File: config.mk
export PLATFORM = sky130hd
export DESIGN_NAME = noc_ctrl_pkt_arbiter
export DESIGN_NICKNAME = d
export VERILOG_FILES = /design/src/rtl/noc_ctrl_pkt_arbiter.sv
export SDC_FILE = /design/constraint.sdc
export NUM_CORES = 1
export LEC_CHECK = 0
export CORE_UTILIZATION = 45
export CTS_BUF_LIST = sky130_fd_sc_hd__clkbuf_16
export DETAILED_ROUTE_END_ITERATION = 16
export DONT_BUFFER_PORTS = 1
export GPL_TIMING_DRIVEN = 0
export PLACE_DENSITY = 0.58
export SETUP_SLACK_MARGIN = 0.2
export SLEW_MARGIN = 20
export SYNTH_ARGS = -nofsm -noshare
export SYNTH_HDL_FRONTEND = slang
export SYNTH_SLANG_ARGS = --single-unit
File: constraint.sdc
create_clock -name clk -period 3 [get_ports clk]
set_input_delay 0.45 -clock clk [delete_from_list [all_inputs] [get_ports clk]]
set_output_delay 0.45 -clock clk [all_outputs]
set_load 0.02 [all_outputs]
File: src/rtl/noc_ctrl_pkt_arbiter.sv
`default_nettype none
// ============================================================================
//  Module   : noc_ctrl_pkt_arbiter
//  Purpose  : Merges NUM_SRC packet sources into one {last, data[15:0]} flit
//             stream for the debug-out path. Packets are granted atomically
//             (fixed priority or round-robin), lengths are policed at
//             MAX_PKT_LEN (truncate + drop tail), and the result is buffered
//             in a first-word fall-through FIFO.
//  Option   : NCM_ARB_STATS_EN adds per-source packet/truncation counters.
//  Revision : 1.0 - initial release
// ============================================================================
module noc_ctrl_pkt_arbiter #(
  parameter int NUM_SRC     = 4,
  parameter int DEPTH       = 16,
  parameter int MAX_PKT_LEN = 12,
  parameter int RR_MODE     = 0
) (
  input  logic                       clk,
  input  logic                       rst_n,
  input  logic [NUM_SRC-1:0][15:0]   in_data,
  input  logic [NUM_SRC-1:0]         in_last,
  input  logic [NUM_SRC-1:0]         in_valid,
  output logic [NUM_SRC-1:0]         in_ready,
  output logic [15:0]                out_data,
  output logic                       out_last,
  output logic                       out_valid,
  input  logic                       out_ready,
  output logic [$clog2(NUM_SRC)-1:0] grant_idx,
  output logic                       busy,
  output logic                       trunc_err
`ifdef NCM_ARB_STATS_EN
  ,
  input  logic [$clog2(NUM_SRC)-1:0] stat_sel,
  input  logic                       stat_clr,
  output logic [31:0]                stat_pkts,
  output logic [15:0]                stat_trunc
`endif
);

  localparam int IDX_W  = $clog2(NUM_SRC);
  localparam int CNT_W  = $clog2(MAX_PKT_LEN + 1);
  localparam int AW     = $clog2(DEPTH);
  localparam int FILL_W = $clog2(DEPTH + 1);
  localparam logic [CNT_W-1:0] C_LAST_CNT = CNT_W'(MAX_PKT_LEN - 1);
  localparam logic [IDX_W-1:0] C_TOP_IDX  = IDX_W'(NUM_SRC - 1);

  typedef enum logic [1:0] {
    S_IDLE  = 2'd0,
    S_GRANT = 2'd1,
    S_DROP  = 2'd2
  } state_t;

  state_t             state_q, state_d;
  logic [IDX_W-1:0]   grant_q, grant_d;
  logic [IDX_W-1:0]   ptr_q, ptr_d;
  logic [CNT_W-1:0]   cnt_q, cnt_d;
  logic [IDX_W-1:0]   winner;
  logic [IDX_W-1:0]   ptr_next;
  logic               any_valid;
  logic               sel_valid, sel_last;
  logic               push, push_last, pop, pkt_end, trunc;
  logic               fifo_full;

  logic [16:0]        mem [DEPTH];
  logic [AW-1:0]      wr_q, rd_q;
  logic [FILL_W-1:0]  fill_q;

  assign any_valid = |in_valid;
  assign sel_valid = in_valid[grant_q];
  assign sel_last  = in_last[grant_q];
  assign ptr_next  = (grant_q == C_TOP_IDX) ? '0 : grant_q + IDX_W'(1);

  // Pick the first requesting source at or after the search base, wrapping.
  always_comb begin : p_arb
    logic [IDX_W-1:0] base;
    logic [IDX_W-1:0] jj;
    logic             found;
    int               j;
    base   = (RR_MODE != 0) ? ptr_q : '0;
    winner = '0;
    found  = 1'b0;
    jj     = '0;
    j      = 0;
    for (int i = 0; i < NUM_SRC; i++) begin
      j = int'(base) + i;
      if (j >= NUM_SRC) j = j - NUM_SRC;
      jj = IDX_W'(j);
      if (!found && in_valid[jj]) begin
        found  = 1'b1;
        winner = jj;
      end
    end
  end

  // Packet FSM: next state, handshakes, FIFO push and length policing.
  always_comb begin
    state_d   = state_q;
    grant_d   = grant_q;
    ptr_d     = ptr_q;
    cnt_d     = cnt_q;
    in_ready  = '0;
    push      = 1'b0;
    push_last = 1'b0;
    pkt_end   = 1'b0;
    trunc     = 1'b0;
    case (state_q)
      S_IDLE: begin
        if (any_valid) begin
          grant_d = winner;
          cnt_d   = '0;
          state_d = S_GRANT;
        end
      end
      S_GRANT: begin
        in_ready[grant_q] = ~fifo_full;
        if (sel_valid && !fifo_full) begin
          push  = 1'b1;
          cnt_d = cnt_q + CNT_W'(1);
          if (sel_last) begin
            push_last = 1'b1;
            pkt_end   = 1'b1;
            ptr_d     = ptr_next;
            state_d   = S_IDLE;
          end else if (cnt_q == C_LAST_CNT) begin
            // Over-long packet: close it here, swallow the rest upstream.
            push_last = 1'b1;
            trunc     = 1'b1;
            state_d   = S_DROP;
          end
        end
      end
      S_DROP: begin
        in_ready[grant_q] = 1'b1;
        if (sel_valid && sel_last) begin
          pkt_end = 1'b1;
          ptr_d   = ptr_next;
          state_d = S_IDLE;
        end
      end
      default: state_d = S_IDLE;
    endcase
  end

  // FSM, grant, round-robin pointer and flit counter registers.
  always_ff @(posedge clk or negedge rst_n) begin
    if (!rst_n) begin
      state_q <= S_IDLE;
      grant_q <= '0;
      ptr_q   <= '0;
      cnt_q   <= '0;
    end else begin
      state_q <= state_d;
      grant_q <= grant_d;
      ptr_q   <= ptr_d;
      cnt_q   <= cnt_d;
    end
  end

  assign grant_idx = grant_q;
  assign busy      = (state_q != S_IDLE);
  assign trunc_err = trunc;

  assign fifo_full = (fill_q == FILL_W'(DEPTH));
  assign out_valid = (fill_q != '0);
  assign pop       = out_valid & out_ready;
  assign {out_last, out_data} = mem[rd_q];

  // FIFO pointers and occupancy; push is already gated by fullness.
  always_ff @(posedge clk or negedge rst_n) begin
    if (!rst_n) begin
      wr_q   <= '0;
      rd_q   <= '0;
      fill_q <= '0;
    end else begin
      if (push) wr_q <= wr_q + AW'(1);
      if (pop)  rd_q <= rd_q + AW'(1);
      case ({push, pop})
        2'b10:   fill_q <= fill_q + FILL_W'(1);
        2'b01:   fill_q <= fill_q - FILL_W'(1);
        default: fill_q <= fill_q;
      endcase
    end
  end

  // FIFO storage; contents need no reset because occupancy guards reads.
  always_ff @(posedge clk) begin
    if (push) mem[wr_q] <= {push_last, in_data[grant_q]};
  end

`ifdef NCM_ARB_STATS_EN
  logic [NUM_SRC-1:0][31:0] stat_pkts_q;
  logic [NUM_SRC-1:0][15:0] stat_trunc_q;

  // Saturating per-source counters; clear has priority over increments.
  always_ff @(posedge clk or negedge rst_n) begin
    if (!rst_n) begin
      stat_pkts_q  <= '0;
      stat_trunc_q <= '0;
    end else if (stat_clr) begin
      stat_pkts_q  <= '0;
      stat_trunc_q <= '0;
    end else begin
      for (int s = 0; s < NUM_SRC; s++) begin
        if (pkt_end && (grant_q == IDX_W'(s)) && (stat_pkts_q[s] != '1))
          stat_pkts_q[s] <= stat_pkts_q[s] + 32'd1;
        if (trunc && (grant_q == IDX_W'(s)) && (stat_trunc_q[s] != '1))
          stat_trunc_q[s] <= stat_trunc_q[s] + 16'd1;
      end
    end
  end

  assign stat_pkts  = stat_pkts_q[stat_sel];
  assign stat_trunc = stat_trunc_q[stat_sel];
`endif

endmodule
`default_nettype wire

==> flow_summary_export.csv, run 1 <==
group,metric,value,unit
clock_tree,cts_tree,"done",
layout,drive_above_1_share,37.4,%
die,dieArea,0.0273,mm²
run,drv_cap,0,
logic_synthesis,synth_top_area_share,68.2,%
logic_synthesis,syn-cell-area,0.0120,mm²
timing,setup_viol,0,
setup_path,path_depth,5,
die,rows,59,
detailed_routing,viasPerCell,5.90,
setup_path,reg2reg_depth,11,
pwr,power_density,1070,mW/mm²
layout,n_antenna_cell,0,
logic_synthesis,synth_largest_area_cell,"edfxtp_1",
detailed_routing,drt_wl_total,26600,µm
die,core,0.0261,mm²
die,die_w,165,µm
logic_synthesis,synth_cell_types,43,
clock_tree,cts_buffers,31,
die,die_y,165,µm
setup_path,cp.arrival,2.48,ns
layout,layout.cells.non_filler,961,
clock_tree,clk_pin_slew,0.06,ns
detailed_routing,dr.pass1.iters,4,
logic_synthesis,syn-num-nets,629,
timing,tns,0,ns
pwr,switching_share,31.7,%
setup_path,startpoint,"rd_q[0]",
layout,syn_to_final_growth,17.4,%
die,ios,101,
die,initial_core_util,45.9,%
pwr,ir_worst_vdd,0.668,mV
timing,clock_skew,0.0119,ns
placement,place.port_buffers,0,
setup_path,endpoint_kind,"primary output",
logic_synthesis,synth_edf_count,272,
timing,slew_viol_final,0,
pwr,p_sw,4760,µW
outcome,status,"complete, no violations",
timing,max_slew.worst_pin.slew,1.01,ns
hold_path,holdPathStages,2,
global_routing,antenna_found_initial,0,
clock_tree,ctsLongestPathBuffers,3,
setup_path,crit_path_cell_trace,"clkbuf_16 > buf_12 > buf_16 > mux4_2 > mux4_2",
layout,nNetsFinal,693,
global_routing,grt_pass1_vias,6065,
timing,fin_crit,2.93,ns
hold_path,holdPathEnd,"grant_idx[0]",
setup_path,slowest_stage,"mux4_2",
hold_path,hold_start,"in_valid[0]",
logic_synthesis,netlist_top_cells_area,"edfxtp_1 (68%), mux4_2 (19%), dfrtp_1 (4.4%)",
pwr,seqPwrFrac,37.7,%
layout,layout_common_cells,"edfxtp_1 (272), mux4_2 (103), clkbuf_16 (32)",
timing,rsz0062_at_grt,"true",
setup_path,r2r_start,"fill_q[2]",
detailed_routing,wire_per_inst,27.6,µm
setup_path,cp-start-kind,"register",
detailed_routing,drc,0,
layout,mostFrequentLayoutCell,"edfxtp_1",
pwr,p_clk_share,23.6,%
clock_tree,h-tree-depth,1,
timing,slew_headroom,32.6,%
detailed_routing,ant_nets,0,
hold_path,hold_class,"in -> reg",
clock_tree,cts.sinks,293,
setup_path,worst-path-buf-inv,3,
layout,fillers,1960,
setup_path,cp_max_fo,8,
setup_path,required,2.55,ns
timing,clock.fmax,341,MHz
setup_path,worst_path_most_repeated_cell,"mux4_2",
setup_path,max_stage_delay,0.56,ns
global_routing,grt.overflow.total,0,
clock_tree,cts_root_buffer,"clkbuf_16",
placement,routabilityCongestion,0.752,
timing,period_share,97.7,%
logic_synthesis,synth-seq-area-share,72.6,%
timing,hold_violations,0,
logic_synthesis,yosysWarnings,0,
pwr,combinationalPowerShare,38.7,%
global_routing,grt_max_degree,22,
setup_path,reg2reg_to,"fill_q[4]",
setup_path,path_delay_family,"multiplexers",
logic_synthesis,avgSynthCellArea,22.2,µm²
global_routing,grt_pass1_wl,38700,µm
logic_synthesis,synth_async_sr_flop_share,7.17,%
pwr,cellLeakagePower,0.00466,µW
clock_tree,insertion_delay,0.56,ns
logic_synthesis,synth_flop_cell,"edfxtp_1",
detailed_routing,num_vias,5670,
pwr,p_int,10300,µW
placement,dp.cells,875,
logic_synthesis,netlist_instances,540,
detailed_routing,drt_iter0_markers,387,
global_routing,grt_usage,20.4,%
logic_synthesis,ys_ff_latch,293,
placement,dp_hpwl,15500,µm
setup_path,critical_path_class,"reg -> out",
setup_path,reg2reg_setup_slack,0.17,ns
## worst reg2reg max path: cells and delay by family (launching register included)
| family | cells | cell delay, ns |
|---|---|---|
| AO/OA/AOI/OAI | 2 | 0.31 |
| XOR/XNOR | 2 | 0.30 |
| adder cells (fa/ha/maj) | 2 | 0.53 |
| buffers and inverters | 1 | 0.11 |
| flip-flops | 1 | 0.39 |
| AND/OR/NAND/NOR | 4 | 1.09 |
## cell usage after synthesis, types with 2 or more instances
| library cell | count |
|---|---|
| nand2b_1 | 2 |
| buf_1 | 2 |
| xnor2_1 | 7 |
| xor2_1 | 4 |
| mux2i_1 | 2 |
| nand2_1 | 8 |
| clkbuf_1 | 13 |
| and3_1 | 6 |
| nor3_1 | 3 |
| and2_1 | 13 |
| edfxtp_1 | 272 |
| mux4_2 | 103 |
| nor3b_1 | 2 |
| a21o_1 | 2 |
| o21ai_1 | 2 |
| nand4_1 | 2 |
| o21ai_0 | 9 |
| buf_2 | 11 |
| ha_1 | 13 |
| nor2_1 | 9 |
| a21oi_1 | 5 |
| dfrtp_1 | 21 |
| or3_4 | 2 |
| a22o_1 | 2 |
| inv_1 | 7 |
## per-stage QoR
stage / area, µm² / setup WS, ns / utilization (%) / power (µW) / hold WS [ns]
after floorplan: 12000 / 0.233 / - / 9280 / 0.154
after global placement: 12400 / -0.0203 / 47.6 / 10400 / 0.155
after global routing: 14100 / 0.00960 / 53.9 / 15700 / 0.0815
final: 14100 / 0.0690 / 53.9 / 15000 / 0.0874
after detailed placement: 12400 / 0.00979 / 47.7 / 10600 / 0.155
after CTS: 14000 / 0.0414 / 53.6 / 15100 / 0.0681
## state kept, by name (all words and copies together), names as in the netlist
register / cells
mem: 272
rd_q: 4
wr_q: 4
fill_q: 5
cnt_q: 4
state_q: 2
grant_idx: 2
## power groups by stage
stage	registers, µW	logic (µW)	clock network (µW)
5_1_grt	5700	6270	3750
6_report	5660	5820	3540
4_1_cts	5650	5810	3590
3_5_place_dp	5740	4880	0
2_1_floorplan	5680	3600	0
3_3_place_gp	5710	4690	0
## worst max path at each step
stage               slack (ns)            to
floorplan                 0.23     fill_q[4]
global placement         -0.02     mem[5][5]
detailed placement        0.01    mem[12][6]
CTS                       0.04      out_last
global route              0.01  out_data[10]
finish                    0.07   out_data[6]
## area by class of cell
| type | count | area, µm² | share of cell area, % |
|---|---|---|---|
| buffer | 28 | 319 | 2.27 |
| clock inverter | 24 | 160 | 1.14 |
| multi-input combinational | 211 | 3200 | 22.8 |
| tap | 335 | 419 | 2.98 |
| clock buffer | 31 | 776 | 5.52 |
| sequential | 293 | 8700 | 61.9 |
| inverter | 8 | 32.5 | 0.231 |
| timing repair buffer | 31 | 452 | 3.21 |
## per-layer routing
| layer | wire [µm] | part of all wire (%) | up-vias | GRT usage (%) |
|---|---|---|---|---|
| li1 | - | - | 2423 | - |
| met1 | 10600 | 40 | 3015 | 28.6 |
| met4 | 438 | 1.6 | 0 | 5.30 |
| met5 | 0 | 0 | - | 0 |
| met2 | 13500 | 51 | 195 | 33.5 |
| met3 | 2030 | 7.6 | 37 | 2.90 |
## cells by family (layout without fill, tap and decap cells)
logic type	Yosys count	in the layout	synth area share (%)
AOI/OAI and AO/OA	27	27	1.44
and+or+nand+nor	52	52	2.50
xor gates and xnor gates	11	11	0.805
adders and majority gates	14	14	1.53
DFF	293	293	72.6
buffers and inverters	36	122	1.34
muxes	107	107	19.8
## repair_timing
item,4_1_cts,5_1_grt
hold endpoints to repair,21,21
setup endpoints to repair,157,76
hold buffers,1,1
setup buffers,17,5
cloned,7,0
pin swaps,7,11
resized for setup,74,12
No activity file was read; power rests on OpenSTA's default activity.
==> run 2: changes to the inputs <==
--- a/config.mk
+++ b/config.mk
@@ -5,12 +5,12 @@
 export SDC_FILE = /design/constraint.sdc
 export NUM_CORES = 1
 export LEC_CHECK = 0
-export CORE_UTILIZATION = 45
+export CORE_UTILIZATION = 50
 export CTS_BUF_LIST = sky130_fd_sc_hd__clkbuf_16
 export DETAILED_ROUTE_END_ITERATION = 16
 export DONT_BUFFER_PORTS = 1
 export GPL_TIMING_DRIVEN = 0
-export PLACE_DENSITY = 0.58
+export PLACE_DENSITY = 0.64
 export SETUP_SLACK_MARGIN = 0.2
 export SLEW_MARGIN = 20
 export SYNTH_ARGS = -nofsm -noshare
==> run 2 against run 1 <==
- sequential power hardly changed
- non-clock buffer count is 12 lower
- hold slack worse by 0.0057 ns
- register-to-register slack worse by 0.05 ns
- setup slack worse by 0.0020 ns
- count of clock-buffer cells in the layout stayed put
- critical path type unchanged
==> flow_summary_export.csv, run 2 (synthesized netlist as in run 1, its figures left out) <==
group,metric,value,unit
detailed_routing,drt_wl_total,26400,µm
global_routing,grt_pass1_vias,6102,
setup_path,crit_path_cell_trace,"clkbuf_16 > buf_12 > mux4_2 > mux4_2",
layout,layout.cells.non_filler,929,
clock_tree,cts_tree,"done",
run,drv_cap,0,
timing,clock_skew,0.0110,ns
detailed_routing,highest_layer,"met4",
detailed_routing,wire_per_inst,28.4,µm
timing,slew_headroom,26.7,%
layout,utilization,59.3,%
layout,largest_reg_flops,272,
pwr,seqPwrFrac,38.4,%
layout,layout_common_cells,"edfxtp_1 (272), mux4_2 (103), clkbuf_16 (33)",
setup_path,startpoint,"rd_q[0]",
global_routing,grt_pass1_wl,38700,µm
detailed_routing,met2_length,13500,µm
placement,routabilityCongestion,0.744,
setup_path,worst_path_most_repeated_cell,"mux4_2",
placement,dp_hpwl,15100,µm
clock_tree,cts.sinks,293,
timing,rsz0062_at_grt,"true",
setup_path,max_stage_delay,0.62,ns
hold_path,hold_class,"in -> reg",
clock_tree,clk_pin_slew,0.06,ns
detailed_routing,wl_met1,10300,µm
clock_tree,h-tree-depth,1,
pwr,p_sw,4750,µW
timing,slew_viol_final,0,
die,die_y,157,µm
outcome,status,"complete, no violations",
die,rows,56,
clock_tree,cts_root_buffer,"clkbuf_16",
setup_path,cp_max_fo,7,
setup_path,slowest_stage,"mux4_2",
timing,fin_crit,2.93,ns
layout,top_regs,"mem: 272 flops, fill_q: 5 flops",
detailed_routing,met3WireLength,2020,µm
layout,largest_register,"mem",
die,die_w,157,µm
layout,finalInstanceArea,0.0139,mm²
timing,period_share,97.8,%
pwr,p_int,10100,µW
die,core,0.0235,mm²
setup_path,r2r_start,"fill_q[2]",
die,ios,101,
timing,setup_viol,0,
clock_tree,insertion_delay,0.55,ns
timing,hold_violations,0,
timing,max_slew.worst_pin.slew,1.10,ns
setup_path,path_delay_family,"multiplexers",
placement,dp.cells,859,
pwr,combinationalPowerShare,38.6,%
setup_path,worst-path-buf-inv,2,
placement,post_dp_cell_area,0.0124,mm²
pwr,power_density,1060,mW/mm²
global_routing,antenna_found_initial,0,
hold_path,hold_start,"in_valid[0]",
layout,fillers,1650,
setup_path,cp-start-kind,"register",
pwr,totalPowerFinal,14800,µW
pwr,cellLeakagePower,0.00459,µW
setup_path,endpoint_kind,"primary output",
timing,tns,0,ns
die,dieArea,0.0246,mm²
detailed_routing,dr.pass1.iters,4,
detailed_routing,num_vias,5704,
detailed_routing,drt_iter0_markers,446,
timing,clock.fmax,341,MHz
die,initial_core_util,51.0,%
detailed_routing,viasPerCell,6.14,
detailed_routing,ant_nets,0,
clock_tree,cts_buffers,30,
setup_path,required,2.55,ns
placement,place.port_buffers,0,
detailed_routing,drc,0,
global_routing,grt_max_degree,22,
global_routing,grt_usage,22.6,%
pwr,switching_share,32.1,%
layout,drive_above_1_share,35.6,%
setup_path,critical_path_class,"reg -> out",
clock_tree,ctsLongestPathBuffers,3,
global_routing,grt.overflow.total,0,
layout,syn_to_final_growth,16.2,%
setup_path,cp.arrival,2.48,ns
pwr,ir_worst_vdd,0.757,mV
pwr,p_clk_share,23.0,%
layout,mostFrequentLayoutCell,"edfxtp_1",
layout,nNetsFinal,680,
[run 2: cell count changes in the layout (fill, tap and decap cells not counted), moves of 4 or more]
cell | previous run | this run
buf_4 | 16 | 6
clkinv_1 | 10 | 5
and2_2 | 8 | 12
and2_4 | 5 | 1
inv_1 | 11 | 15
[run 2: power by group through the flow]
| stage | sequential (µW) | clock [µW] | combinational, µW |
|---|---|---|---|
| 2_1_floorplan | 5680 | 0 | 3600 |
| 3_5_place_dp | 5750 | 0 | 4810 |
| 4_1_cts | 5670 | 3430 | 5690 |
| 5_1_grt | 5720 | 3570 | 6100 |
| 6_report | 5680 | 3400 | 5720 |
| 3_3_place_gp | 5710 | 0 | 4630 |
[run 2: final timing paths]
check | to | slack, ns | depth (start not counted)
min in group asynchronous | wr_q[0] | 0.36 | 2
worst min register to register | fill_q[4] | 0.49 | 1
max in group asynchronous | rd_q[0] | 2.47 | 2
worst min-delay path | grant_idx[0] | 0.08 | 2
worst max-delay path | out_data[12] | 0.07 | 4
worst max register to register | fill_q[4] | 0.12 | 11
[run 2: layout make-up]
type                       count  area (µm²)  area share (%)
sequential                   293        8700            62.5
multi-input combinational    211        3190            22.9
clock buffer                  31         776            5.58
tap                          319         399            2.87
timing repair buffer          19         365            2.63
buffer                        28         333            2.39
clock inverter                19         110           0.792
inverter                       8        35.0           0.252
antenna                        1        2.50          0.0180
[run 2: metrics by stage]
stage               hold slack [ns]  setup slack [ns]
floorplan                     0.154             0.233
global placement              0.156           -0.0696
detailed placement            0.155           -0.0581
CTS                          0.0634            0.0103
global route                 0.0761           0.00378
finish                       0.0817            0.0670
[run 2: timing repair]
item / CTS / global route
hold endpoints to repair: 21 / 0
setup buffers: 4 / 5
resized for setup: 82 / 7
pin swaps: 1 / 1
endpoints found under the setup margin: 226 / 21
cloned: 8 / 0
hold buffers: 2 / 0
[run 2: per-layer routing]
layer	global-route usage, %	vias to the layer above
met4	6.21	0
met1	30.5	3036
li1	-	2379
met3	3.85	47
met5	0	-
met2	38.1	242
==> run 3: changes to the inputs <==
--- a/config.mk
+++ b/config.mk
@@ -5,6 +5,7 @@
 export SDC_FILE = /design/constraint.sdc
 export NUM_CORES = 1
 export LEC_CHECK = 0
+export CORE_MARGIN = 5
 export CORE_UTILIZATION = 50
 export CTS_BUF_LIST = sky130_fd_sc_hd__clkbuf_16
 export DETAILED_ROUTE_END_ITERATION = 16
==> run 3 against run 2 <==
- core utilization decreased by 0.63 points
- global-route usage decreased by 2.8 points
- non-clock buffer count increased by 1
- highest routed layer is now met5
- first-iteration DRC count decreased by 27%
- hold slack improved by 0.018 ns
- sequential share of layout area increased by 0.48 points
- final cell count increased by 0.32%
- largest power group is now sequential cells
- sequential power about the same
==> flow_summary_export.csv, run 3 (synthesized netlist as in run 1, its figures left out) <==
group,metric,value,unit
layout,largest_reg_flops,272,
timing,fin_crit,2.95,ns
pwr,power_density,1050,mW/mm²
hold_path,holdPathEnd,"grant_idx[0]",
setup_path,cp_max_fo,6,
layout,layout_common_cells,"edfxtp_1 (272), mux4_2 (103), clkbuf_16 (31)",
pwr,p_int,9890,µW
clock_tree,cts_root_buffer,"clkbuf_16",
detailed_routing,num_vias,5590,
setup_path,path_delay_family,"multiplexers",
timing,hold_violations,0,
setup_path,worst-path-buf-inv,4,
detailed_routing,met2_length,13600,µm
setup_path,slowest_stage,"mux4_2",
timing,clock.fmax,339,MHz
clock_tree,cts_tree,"done",
layout,drive_above_1_share,34.6,%
timing,period_share,98.2,%
layout,top_regs,"mem: 272 flops, fill_q: 5 flops",
layout,mostFrequentLayoutCell,"edfxtp_1",
layout,syn_to_final_growth,15.3,%
layout,finalInstanceArea,0.0138,mm²
setup_path,reg2reg_depth,11,
detailed_routing,dr.pass1.iters,4,
detailed_routing,drt_wl_total,26000,µm
timing,slew_headroom,33.8,%
timing,max_slew.worst_pin.slew,0.993,ns
die,die_y,165,µm
detailed_routing,drc,0,
clock_tree,cts.sinks,293,
setup_path,reg2reg_setup_slack,0.14,ns
die,initial_core_util,50.8,%
clock_tree,insertion_delay,0.54,ns
setup_path,cp-start-kind,"register",
layout,largest_register,"mem",
pwr,p_clk_share,22.4,%
die,core,0.0235,mm²
layout,nNetsFinal,680,
detailed_routing,highest_layer,"met5",
pwr,switching_share,31.9,%
pwr,seqPwrFrac,39.0,%
pwr,totalPowerFinal,14500,µW
detailed_routing,wl_met1,9800,µm
outcome,status,"complete, no violations",
detailed_routing,wire_per_inst,27.9,µm
placement,place.port_buffers,0,
hold_path,hold_class,"in -> reg",
setup_path,endpoint_kind,"primary output",
timing,setup_viol,0,
placement,routabilityCongestion,0.780,
placement,dp.cells,859,
timing,clock_skew,0.00803,ns
setup_path,required,2.55,ns
layout,utilization,58.6,%
die,ios,101,
hold_path,hold_start,"in_valid[0]",
clock_tree,cts_buffers,29,
clock_tree,ctsLongestPathBuffers,3,
setup_path,max_stage_delay,0.57,ns
pwr,ir_worst_vdd,0.690,mV
die,dieArea,0.0271,mm²
run,drv_cap,0,
detailed_routing,ant_nets,0,
timing,slew_viol_final,0,
global_routing,grt_pass1_wl,38500,µm
global_routing,grt.overflow.total,0,
layout,layout.cells.non_filler,932,
pwr,combinationalPowerShare,38.6,%
pwr,p_sw,4630,µW
detailed_routing,viasPerCell,6.00,
die,die_w,165,µm
placement,post_dp_cell_area,0.0124,mm²
setup_path,crit_path_cell_trace,"buf_8 > buf_12 > buf_12 > buf_16 > mux4_2 > mux4_2",
clock_tree,clk_pin_slew,0.06,ns
global_routing,antenna_found_initial,3,
detailed_routing,drt_iter0_markers,326,
setup_path,cp.arrival,2.50,ns
pwr,cellLeakagePower,0.00455,µW
global_routing,grt_max_degree,22,
setup_path,reg2reg_to,"fill_q[4]",
global_routing,grt_pass1_vias,6121,
detailed_routing,met3WireLength,1950,µm
setup_path,critical_path_class,"reg -> out",
placement,dp_hpwl,15300,µm
setup_path,r2r_start,"fill_q[2]",
die,rows,56,
global_routing,grt_usage,19.7,%
hold_path,holdPathStages,2,
clock_tree,h-tree-depth,1,
timing,rsz0062_at_grt,"true",
run 3: repair_timing:
action	4_1_cts	5_1_grt
hold buffers	1	1
setup buffers	8	3
pin swaps	1	2
gates cloned	5	2
endpoints found under the hold margin	21	21
setup endpoints to repair	225	142
resized for setup	71	17
run 3: power by group through the flow:
stage                     combinational, µW  clock [µW]  sequential [µW]
final                                  5610        3250             5670
after global routing                   6020        3480             5700
after CTS                              5520        3290             5670
after global placement                 4610           0             5720
after floorplan                        3600           0             5680
after detailed placement               4780           0             5750
run 3: how the worst max path moves through the flow:
stage,startpoint,end,slack [ns],depth (start not counted)
floorplan,fill_q[2],fill_q[4],0.23,11
global placement,grant_idx[0],mem[2][5],-0.02,6
detailed placement,grant_idx[0],mem[7][5],-0.13,7
CTS,rd_q[0],out_data[11],0.05,6
global route,rd_q[0],out_data[13],-0.02,6
finish,rd_q[0],out_data[14],0.05,6
run 3: layout make-up:
class | instances | area (µm²)
Timing Repair Buffer | 20 | 352
Antenna cell | 1 | 2.50
Inverter | 8 | 35.0
Tap cell | 319 | 399
Sequential cell | 293 | 8700
Clock buffer | 29 | 726
Clock inverter | 23 | 119
Fill cell | 1723 | 9740
Buffer | 28 | 289
Multi-Input combinational cell | 211 | 3180
run 3: layer usage:
layer	up-vias	GRT usage [%]
li1	2399	-
met1	2941	25.7
met2	201	34.6
met3	45	3.67
met4	4	5.14
met5	-	0
run 3: worst register-to-register path: cells and delay by family, from the launching register on:
kind	cells	cell delay, ns
simple gates	4	1.05
fa+ha+maj	2	0.51
flops	1	0.40
compound gates	2	0.36
xor+xnor	2	0.30
buf+inv	1	0.13
run 3: per-stage QoR:
step	hold slack (ns)	setup WS (ns)	TNS, ns
4_1_cts	0.0832	0.0452	0
3_5_place_dp	0.155	-0.129	-7.34
6_report	0.0995	0.0543	0
2_1_floorplan	0.154	0.233	0
3_3_place_gp	0.155	-0.0189	-0.791
5_1_grt	0.100	-0.0174	-0.0277
